<file path="src/rtl/solve_sequencer.sv">
// Field-solve pass sequencer: raster cell reads, result counting, timestep counter.
// Define SOLVE_PERF_EN to add the perf_cycles pass-length counter output.
module solve_sequencer #(
    parameter int GRID_X    = 64,
    parameter int GRID_Y    = 64,
    parameter int NUM_STEPS = 1024
) (
    input  logic                      clk,
    input  logic                      rst,
    input  logic                      start_solve,
    input  logic                      step_clr,
    input  logic                      rd_ready,
    input  logic                      res_valid,
    output logic                      rd_valid,
    output logic [$clog2(GRID_X)-1:0] rd_x,
    output logic [$clog2(GRID_Y)-1:0] rd_y,
    output logic                      solve_done,
    output logic                      last_step,
    output logic                      busy,
    output logic                      err
`ifdef SOLVE_PERF_EN
    ,
    output logic [31:0]               perf_cycles
`endif
);

    localparam int XW    = $clog2(GRID_X);
    localparam int YW    = $clog2(GRID_Y);
    localparam int NCELL = GRID_X * GRID_Y;
    localparam int CW    = $clog2(NCELL + 1);
    localparam int SW    = (NUM_STEPS > 1) ? $clog2(NUM_STEPS) : 1;

    typedef enum logic [1:0] {IDLE, ISSUE, DRAIN, DONE} state_t;

    state_t          state_q, state_d;
    logic [XW-1:0]   rd_x_q, rd_x_d;
    logic [YW-1:0]   rd_y_q, rd_y_d;
    logic [CW-1:0]   ret_cnt_q, ret_cnt_d;
    logic [SW-1:0]   step_cnt_q, step_cnt_d;
    logic            armed_q, armed_d;
    logic            err_q, err_d;
    logic            beat, last_beat, full, res_bad;

    always_comb begin
        beat       = (state_q == ISSUE) && rd_ready;
        last_beat  = beat && (rd_x_q == XW'(GRID_X - 1))
                          && (rd_y_q == YW'(GRID_Y - 1));
        full       = (ret_cnt_q == CW'(NCELL));
        // Results outside a pass, or beyond the grid size, are protocol errors.
        res_bad    = res_valid && ((state_q == IDLE) || (state_q == DONE) || full);
        state_d    = state_q;
        rd_x_d     = rd_x_q;
        rd_y_d     = rd_y_q;
        step_cnt_d = step_cnt_q;
        err_d      = err_q | res_bad;
        ret_cnt_d  = (res_valid && !res_bad) ? ret_cnt_q + CW'(1) : ret_cnt_q;

        unique case (state_q)
            IDLE: begin
                if (start_solve && armed_q) begin
                    state_d   = ISSUE;
                    rd_x_d    = '0;
                    rd_y_d    = '0;
                    ret_cnt_d = '0;
                end
            end
            ISSUE: begin
                if (beat) begin
                    rd_x_d = rd_x_q + XW'(1);
                    if (rd_x_q == XW'(GRID_X - 1))
                        rd_y_d = rd_y_q + YW'(1);
                end
                if (last_beat)
                    state_d = DRAIN;
            end
            DRAIN: begin
                if (full)
                    state_d = DONE;
            end
            DONE: begin
                state_d    = IDLE;
                step_cnt_d = (step_cnt_q == SW'(NUM_STEPS - 1)) ? '0
                                                                : step_cnt_q + SW'(1);
            end
            default: state_d = IDLE;
        endcase

        if (step_clr)
            step_cnt_d = '0;

        // Re-arm only once start_solve drops, so a held level runs one pass.
        if (!start_solve)
            armed_d = 1'b1;
        else if ((state_d == DONE) && (state_q != DONE))
            armed_d = 1'b0;
        else
            armed_d = armed_q;
    end

    always_ff @(posedge clk or posedge rst) begin
        if (rst) begin
            state_q    <= IDLE;
            rd_x_q     <= '0;
            rd_y_q     <= '0;
            ret_cnt_q  <= '0;
            step_cnt_q <= '0;
            armed_q    <= 1'b1;
            err_q      <= 1'b0;
        end else begin
            state_q    <= state_d;
            rd_x_q     <= rd_x_d;
            rd_y_q     <= rd_y_d;
            ret_cnt_q  <= ret_cnt_d;
            step_cnt_q <= step_cnt_d;
            armed_q    <= armed_d;
            err_q      <= err_d;
        end
    end

    assign rd_valid   = (state_q == ISSUE);
    assign rd_x       = rd_x_q;
    assign rd_y       = rd_y_q;
    assign solve_done = (state_q == DONE);
    assign busy       = (state_q != IDLE);
    assign err        = err_q;
    assign last_step  = (step_cnt_q == SW'(NUM_STEPS - 1));

`ifdef SOLVE_PERF_EN
    logic [31:0] perf_cnt_q, perf_cnt_d;
    logic [31:0] perf_q, perf_d;

    always_comb begin
        perf_cnt_d = perf_cnt_q;
        if ((state_q == IDLE) && (state_d == ISSUE))
            perf_cnt_d = '0;
        else if ((state_q != IDLE) && (perf_cnt_q != '1))
            perf_cnt_d = perf_cnt_q + 32'd1;
        perf_d = (state_q == DONE) ? perf_cnt_q : perf_q;
    end

    always_ff @(posedge clk or posedge rst) begin
        if (rst) begin
            perf_cnt_q <= '0;
            perf_q     <= '0;
        end else begin
            perf_cnt_q <= perf_cnt_d;
            perf_q     <= perf_d;
        end
    end

    assign perf_cycles = perf_q;
`endif

endmodule

</file>
<file path="config.mk">
export PLATFORM = sky130hd
export DESIGN_NAME = solve_sequencer
export DESIGN_NICKNAME = d
export VERILOG_FILES = /design/src/rtl/solve_sequencer.sv
export SDC_FILE = /design/constraint.sdc
export NUM_CORES = 1
export LEC_CHECK = 0
export ABC_AREA = 1
export CAP_MARGIN = 25
export CORE_MARGIN = 8
export CORE_UTILIZATION = 53
export DETAILED_ROUTE_END_ITERATION = 6
export GPL_ROUTABILITY_DRIVEN = 0
export GPL_TIMING_DRIVEN = 0
export PLACE_DENSITY = 0.73
export SLEW_MARGIN = 5
export SYNTH_ARGS = -nofsm -noshare
export SYNTH_HDL_FRONTEND = slang
export SYNTH_SLANG_ARGS = --single-unit
</file>
<file path="constraint.sdc">
create_clock -name clk -period 2.7 [get_ports clk]
set_input_delay 0.81 -clock clk [delete_from_list [all_inputs] [get_ports clk]]
set_output_delay 0.81 -clock clk [all_outputs]
set_load 0.01 [all_outputs]
</file>
# After elaboration in Yosys (flattened, before gate mapping)
# Cells that the tools add are included.
[word_totals]
reg_bits = 39
latchBits = 0
mem_bits_rw = 0
rom_bits = 0
in_bits = 6
output_inout_bits = 17
elab_cells = 59
memories = 0
[classes]
n_addsub = 4
mul = 0
div_mod_pow = 0
magnitude_cmp = 0
n_eq_ne = 13
n_shift = 0
muxes = 18
n_bitwise = 1
n_reduce_logical = 16
[ops]
columns = ["operator", "n"]
rows = [
  ["13-bit 2-to-1 mux", 3],
  ["10-bit 2-to-1 mux", 3],
  ["6-bit 2-to-1 mux", 4],
  ["6-bit one-hot mux with 2 select lines", 2],
  ["13-bit by 1-bit adder with 13-bit output, second input constant", 1],
  ["13-bit equality test, second input constant", 1],
  ["6-bit by 1-bit adder with 6-bit output, second input constant", 2],
  ["6-bit equality test, second input constant", 2],
  ["10-bit by 1-bit adder with 10-bit output, second input constant", 1],
  ["10-bit equality test, second input constant", 1],
  ["2-bit by 1-bit != test with 1-bit output, second input constant", 4],
  ["2-bit one-hot mux with 4 select lines", 1],
  ["1-bit logical AND", 7],
  ["2-bit equality test, second input constant", 3],
  ["2-bit 2-to-1 mux", 3],
  ["2-bit nonzero test", 3],
  ["4-bit AND reduction", 1],
  ["3-bit AND reduction", 1],
  ["2-bit by 1-bit equality test with 1-bit output, second input constant", 1],
  ["2-bit logical NOT", 1],
  ["1-bit logical OR", 2],
  ["1-bit 2-to-1 mux", 2],
  ["2-bit != test, second input constant", 1],
  ["1-bit logical NOT", 1],
  ["1-bit OR", 1],
]

# Logic depth before layout (Yosys ltp)
[logic_depth]
word_depth = 10
mapped_depth = 13
mapped_depth_nobuf = 12

# Worst setup path after synthesis
# Ideal clock, no wire load.
[synth_path]
kind = "register to output"
startpoint = "register step_cnt_q[0]"
endpoint = "output last_step"
arrival_time_ps = 1213
required_ps = 1890
setup_slack_ps = 677
path_stages_with_launch = 6
n_path_buf = 0
cell_sequence = "dfrtp_1 > ha_1 > nand4_1 > nor3_1 > nand4_2 > inv_1"
[synth_via]
elab_chain_len = 1
[synth_lines]
columns = ["item", "line", "source"]
rows = [
  ["from (decl)", "39", "logic [SW-1:0] step_cnt_q, step_cnt_d;"],
  ["from (signal assigned)", "114", "step_cnt_q <= step_cnt_d;"],
  ["10-bit equality test", "126", "assign last_step = (step_cnt_q == SW'(NUM_STEPS - 1));"],
  ["to (decl)", "18", "output logic last_step,"],
]
# Every way passes these cells.

# Final worst setup path
[layout_path]
startpoint = "register state_q[0]"
endpoint = "output busy"
[layout_via]
elab_chain_len = 1
[layout_lines]
columns = ["item", "line", "source"]
rows = [
  ["from (decl)", "35", "state_t state_q, state_d;"],
  ["from (signal assigned)", "110", "state_q <= state_d;"],
  ["2-bit nonzero test", "124", "assign busy = (state_q != IDLE);"],
  ["to (decl)", "19", "output logic busy,"],
]
# Every way passes these cells.

==> results.md <==
Worst setup path:
- At the worst endpoint, the required time is 1.89 ns.
- The startpoint of the most critical register-to-register path is state_q[0].
- The data arrival at the endpoint of the critical path is 1.78 ns.
- The critical path's largest stage delay is 0.55 ns.
- The maximum fanout along the worst path is 10.
- The cell depth of the worst flop-to-flop path is 10.
- The number of buffers and inverters on the critical path is 4.
- The worst setup path is captured at an output port.
- The family with the most delay on the worst path is buffers and inverters.
- In this run the number of cells on the critical path is 5.
- The type of origin of the critical path is a flip-flop.
- The end of the worst register-to-register path is rd_y[5].
- The kind of critical path is flip-flop to output port.
- The slowest cell on the critical path is sky130_fd_sc_hd__clkdlybuf4s50_1.
- Walking the worst path, the cells encountered are inv_1 -> ha_1 -> buf_6 -> inv_4 -> clkdlybuf4s50_1.
- The slack of the worst reg-to-reg path is 0.89 ns.

Global route:
- The initial antenna violation count is 0.
- The global-route met1 utilization is 19.1%.
- The most used routing layer in global routing is met2.
- The total routing usage reported by global routing is 15.0%.
- The wire length of the first global-routing pass is 8910 microns.
- The global routing usage on met3 is 3.42%.
- For this run, global-route usage on met2 was measured as 24.6%.
- The largest net degree at the start of global routing is 40.
- After global routing the overflow that remains totals 0.
- The number of global-route vias before repair was 1986.

Detailed routing:
- For this run, design rule violations remaining after detail routing come to 0.
- The remaining antenna violation count is 0.
- In the final routed layout, each cell accounts on average for 13.0 microns.
- The via-per-instance ratio is 5.42.
- The number of optimization iterations in the first detailed-route pass is 5.
- For this block, the via count after detailed routing is 2123.
- The total length of routed wires is 5090 microns.
- The number of DRC markers after the initial detailed-route iteration is 99.

Worst hold path:
- In this run the most critical hold path is launched from err.
- The worst hold path belongs to the class flip-flop to flip-flop.
- The path with the worst hold slack has its endpoint at err.
- Along the worst hold path, the cell count comes to 1.

Layout:
- The net count of the finished layout is 354.
- The final instance area is 2810 sq um.
- Of the cells placed in the final design, the portion with a size suffix greater than 1 is 11.5%.
- The multi-input combinational cell area is 1190 sq um.
- 0 antenna diodes ended up in the layout.
- The sequential cells in the finished layout cover a total of 977 sq um.
- Fill cells in the final layout number 389.
- The library cells used most frequently in the layout, excluding fill and tap cells, are sky130_fd_sc_hd__nand2_1, sky130_fd_sc_hd__inv_1, sky130_fd_sc_hd__dfrtp_1, sky130_fd_sc_hd__nand3_1, sky130_fd_sc_hd__nor2_1.
- The area growth from synthesis to layout is 18.5%.
- The leading cell type in the layout, fill and taps excluded is sky130_fd_sc_hd__nand2_1.

Clock tree:
- The clock transition at the register clock pins on the worst setup and hold paths after CTS is 0.07 ns.
- The clock net in this run drives a total of 39 sinks.
- TritonCTS built the clock tree.
- No sink is reached through more buffers than the 2 on the longest clock path.
- The TritonCTS buffer count is 5.
- The root cell of the clock tree is sky130_fd_sc_hd__clkbuf_8.
- Clock latency on the worst-skew pair, taken at its later pin, is 0.30 ns.
- CTS built an H-tree with a depth of 2.

Logic synthesis:
- The compound-gate portion of the synthesized area is 12.2%.
- Ranked by total cell area, the synthesized netlist is headed by sky130_fd_sc_hd__dfrtp_1, sky130_fd_sc_hd__nand2_1, sky130_fd_sc_hd__inv_1, sky130_fd_sc_hd__nand3_1, sky130_fd_sc_hd__ha_1.
- Of all cell types, the one taking the most synthesized area is sky130_fd_sc_hd__dfrtp_1.
- The dominant combinational cell family by area after synthesis is simple AND/OR/NAND/NOR gates.
- Sequential cells were found to cover 41.2% of the synthesized design area.
- The synthesized netlist devotes 4.74% of its cell area to adder and majority cells.
- The average footprint of a synthesized cell is 7.76 sq um.
- The cell area that synthesis handed to floorplanning was 2370 sq um.
- The number of cells produced by synthesis is 306.
- The synthesized design contains 0 enable-type register cells.
- Of the total synthesized cell area, the portion taken by AND, OR, NAND and NOR gates is 31.5%.
- The number of warning messages in the yosys log is 0.
- After synthesis, the share of cell area in mux cells is 0.422%.
- The share of the synthesized netlist area taken by xor and xnor gates is 1.11%.
- The top-area cell type share of the netlist area is 40.1%.
- The synthesized net count is 321.
- The count of distinct cell types in the synthesized netlist is 37.
- For this run, the leading register cell type out of synthesis is sky130_fd_sc_hd__dfrtp_1.
- After synthesis, the share of flip-flops with an asynchronous set or reset is 100%.
- The number of synthesized register bits is 39.

Timing:
- Setup repair after global routing left no endpoint under its margin.
- The worst path uses 95.9% of the clock period.
- At the pin with the least slew margin, the transition time is 0.800 ns.
- On the final layout, the worst clock skew is 0.0103 ns.
- The number of max-slew violations in the final report is 0.
- The maximum clock frequency is 386 MHz.
- The worst pin sits at a relative slew slack of 46.6%.
- The final hold violation count is 0.
- The worst path in the final design needs a cycle of 2.59 ns, including I/O delays and setup.
- The setup TNS after final layout is 0 ns.
- The number of endpoints failing setup at the final stage is 0.

Floorplanning:
- After floorplanning, the core was divided into 24 placement rows.
- From left edge to right edge, the die measures 82.9 microns.
- Measured along the y axis, the die boundary spans 82.9 microns.
- The top-level I/O count is 23.
- Once the floorplan was initialized, standard cells occupied 54.9% of the core.
- The core region is 4320 sq um.
- The floorplan step defined a die boundary enclosing 6880 sq um.

Run status:
- The run finished with clean final reports.

Pwr:
- Summed over all cells, the static leakage comes to 0.00138 uW.
- The power density over the cells is 644 nW/um^2.
- IR analysis of the VDD net gives a maximum drop of 0.000353 V.

Placement:
- Once detailed placement completed, the half-perimeter wirelength came to 3610 microns.
- The post-placement cell area is 2660 sq um.
- The number of port buffers is 22.

Run:
- The number of violations of the max-capacitance limit is 0.
## worst max path at each step
stage | slack [ns] | from | to
2_1_floorplan | 0.68 | step_cnt_q[0] | last_step
5_1_grt | 0.01 | state_q[0] | busy
4_1_cts | 0.10 | state_q[0] | busy
3_5_place_dp | 0.02 | step_cnt_q[0] | last_step
6_report | 0.11 | state_q[0] | busy
3_3_place_gp | 0.04 | step_cnt_q[0] | last_step
## stage by stage
stage          hold WS, ns  total power (uW)  setup slack, ns  instances  utilization [%]
4_1_cts              0.497              1820            0.100        392             65.0
3_3_place_gp         0.464              1300           0.0392        380             61.5
5_1_grt              0.510              1920           0.0120        392             65.0
6_report             0.488              1810            0.109        392             65.0
3_5_place_dp         0.475              1320           0.0176        380             61.5
2_1_floorplan        0.488              1110            0.677        306                -
## flip-flops by register name, indices dropped and copies added (netlist names)
| name | flops |
|---|---|
| ret_cnt_q | 13 |
| rd_y | 6 |
| err | 1 |
| armed_q | 1 |
| rd_x | 6 |
| state_q | 2 |
| step_cnt_q | 10 |
## power breakdown
group          internal, uW  switching [uW]  total, uW
Combinational           223             278        501
Sequential              687             114        801
Clock                   299             210        510
## logic make-up after synthesis
group	count (synthesis)
xor+xnor	3
compound gates	48
fa+ha+maj	9
simple gates	157
buf+inv	49
mux	1
flops	39
## layer usage
layer	part of all wire, %	up-vias
met2	47	38
met5	0	-
li1	-	1076
met4	1.2	0
met1	47	1001
met3	4.7	8
## synthesized netlist by cell type (all sizes together), types with 2 or more instances
cell	number
a21oi	17
a22oi	7
buf	4
dfrtp	38
ha	9
inv	44
nand2	73
nand3	32
nand3b	3
nand4	7
nor2	32
nor3	9
o21ai	15
o21bai	4
xor2	2
## repair_timing
action | CTS | global route
buffers inserted | 4 | 0
endpoints found under the setup margin | 1 | 0
gates resized for setup | 3 | 0
hold endpoints to repair | 0 | 0
hold buffers | 0 | 0
## cell type report
cell class	instances	share of cell area, %
Inverter	45	6.14
Clock inverter	2	1.25
Tap cell	52	2.31
Sequential cell	39	34.7
Timing Repair Buffer	26	8.85
Multi-Input combinational cell	218	42.4
Buffer	4	1.33
Clock buffer	6	2.94
Power figures use the tool's default switching activity.
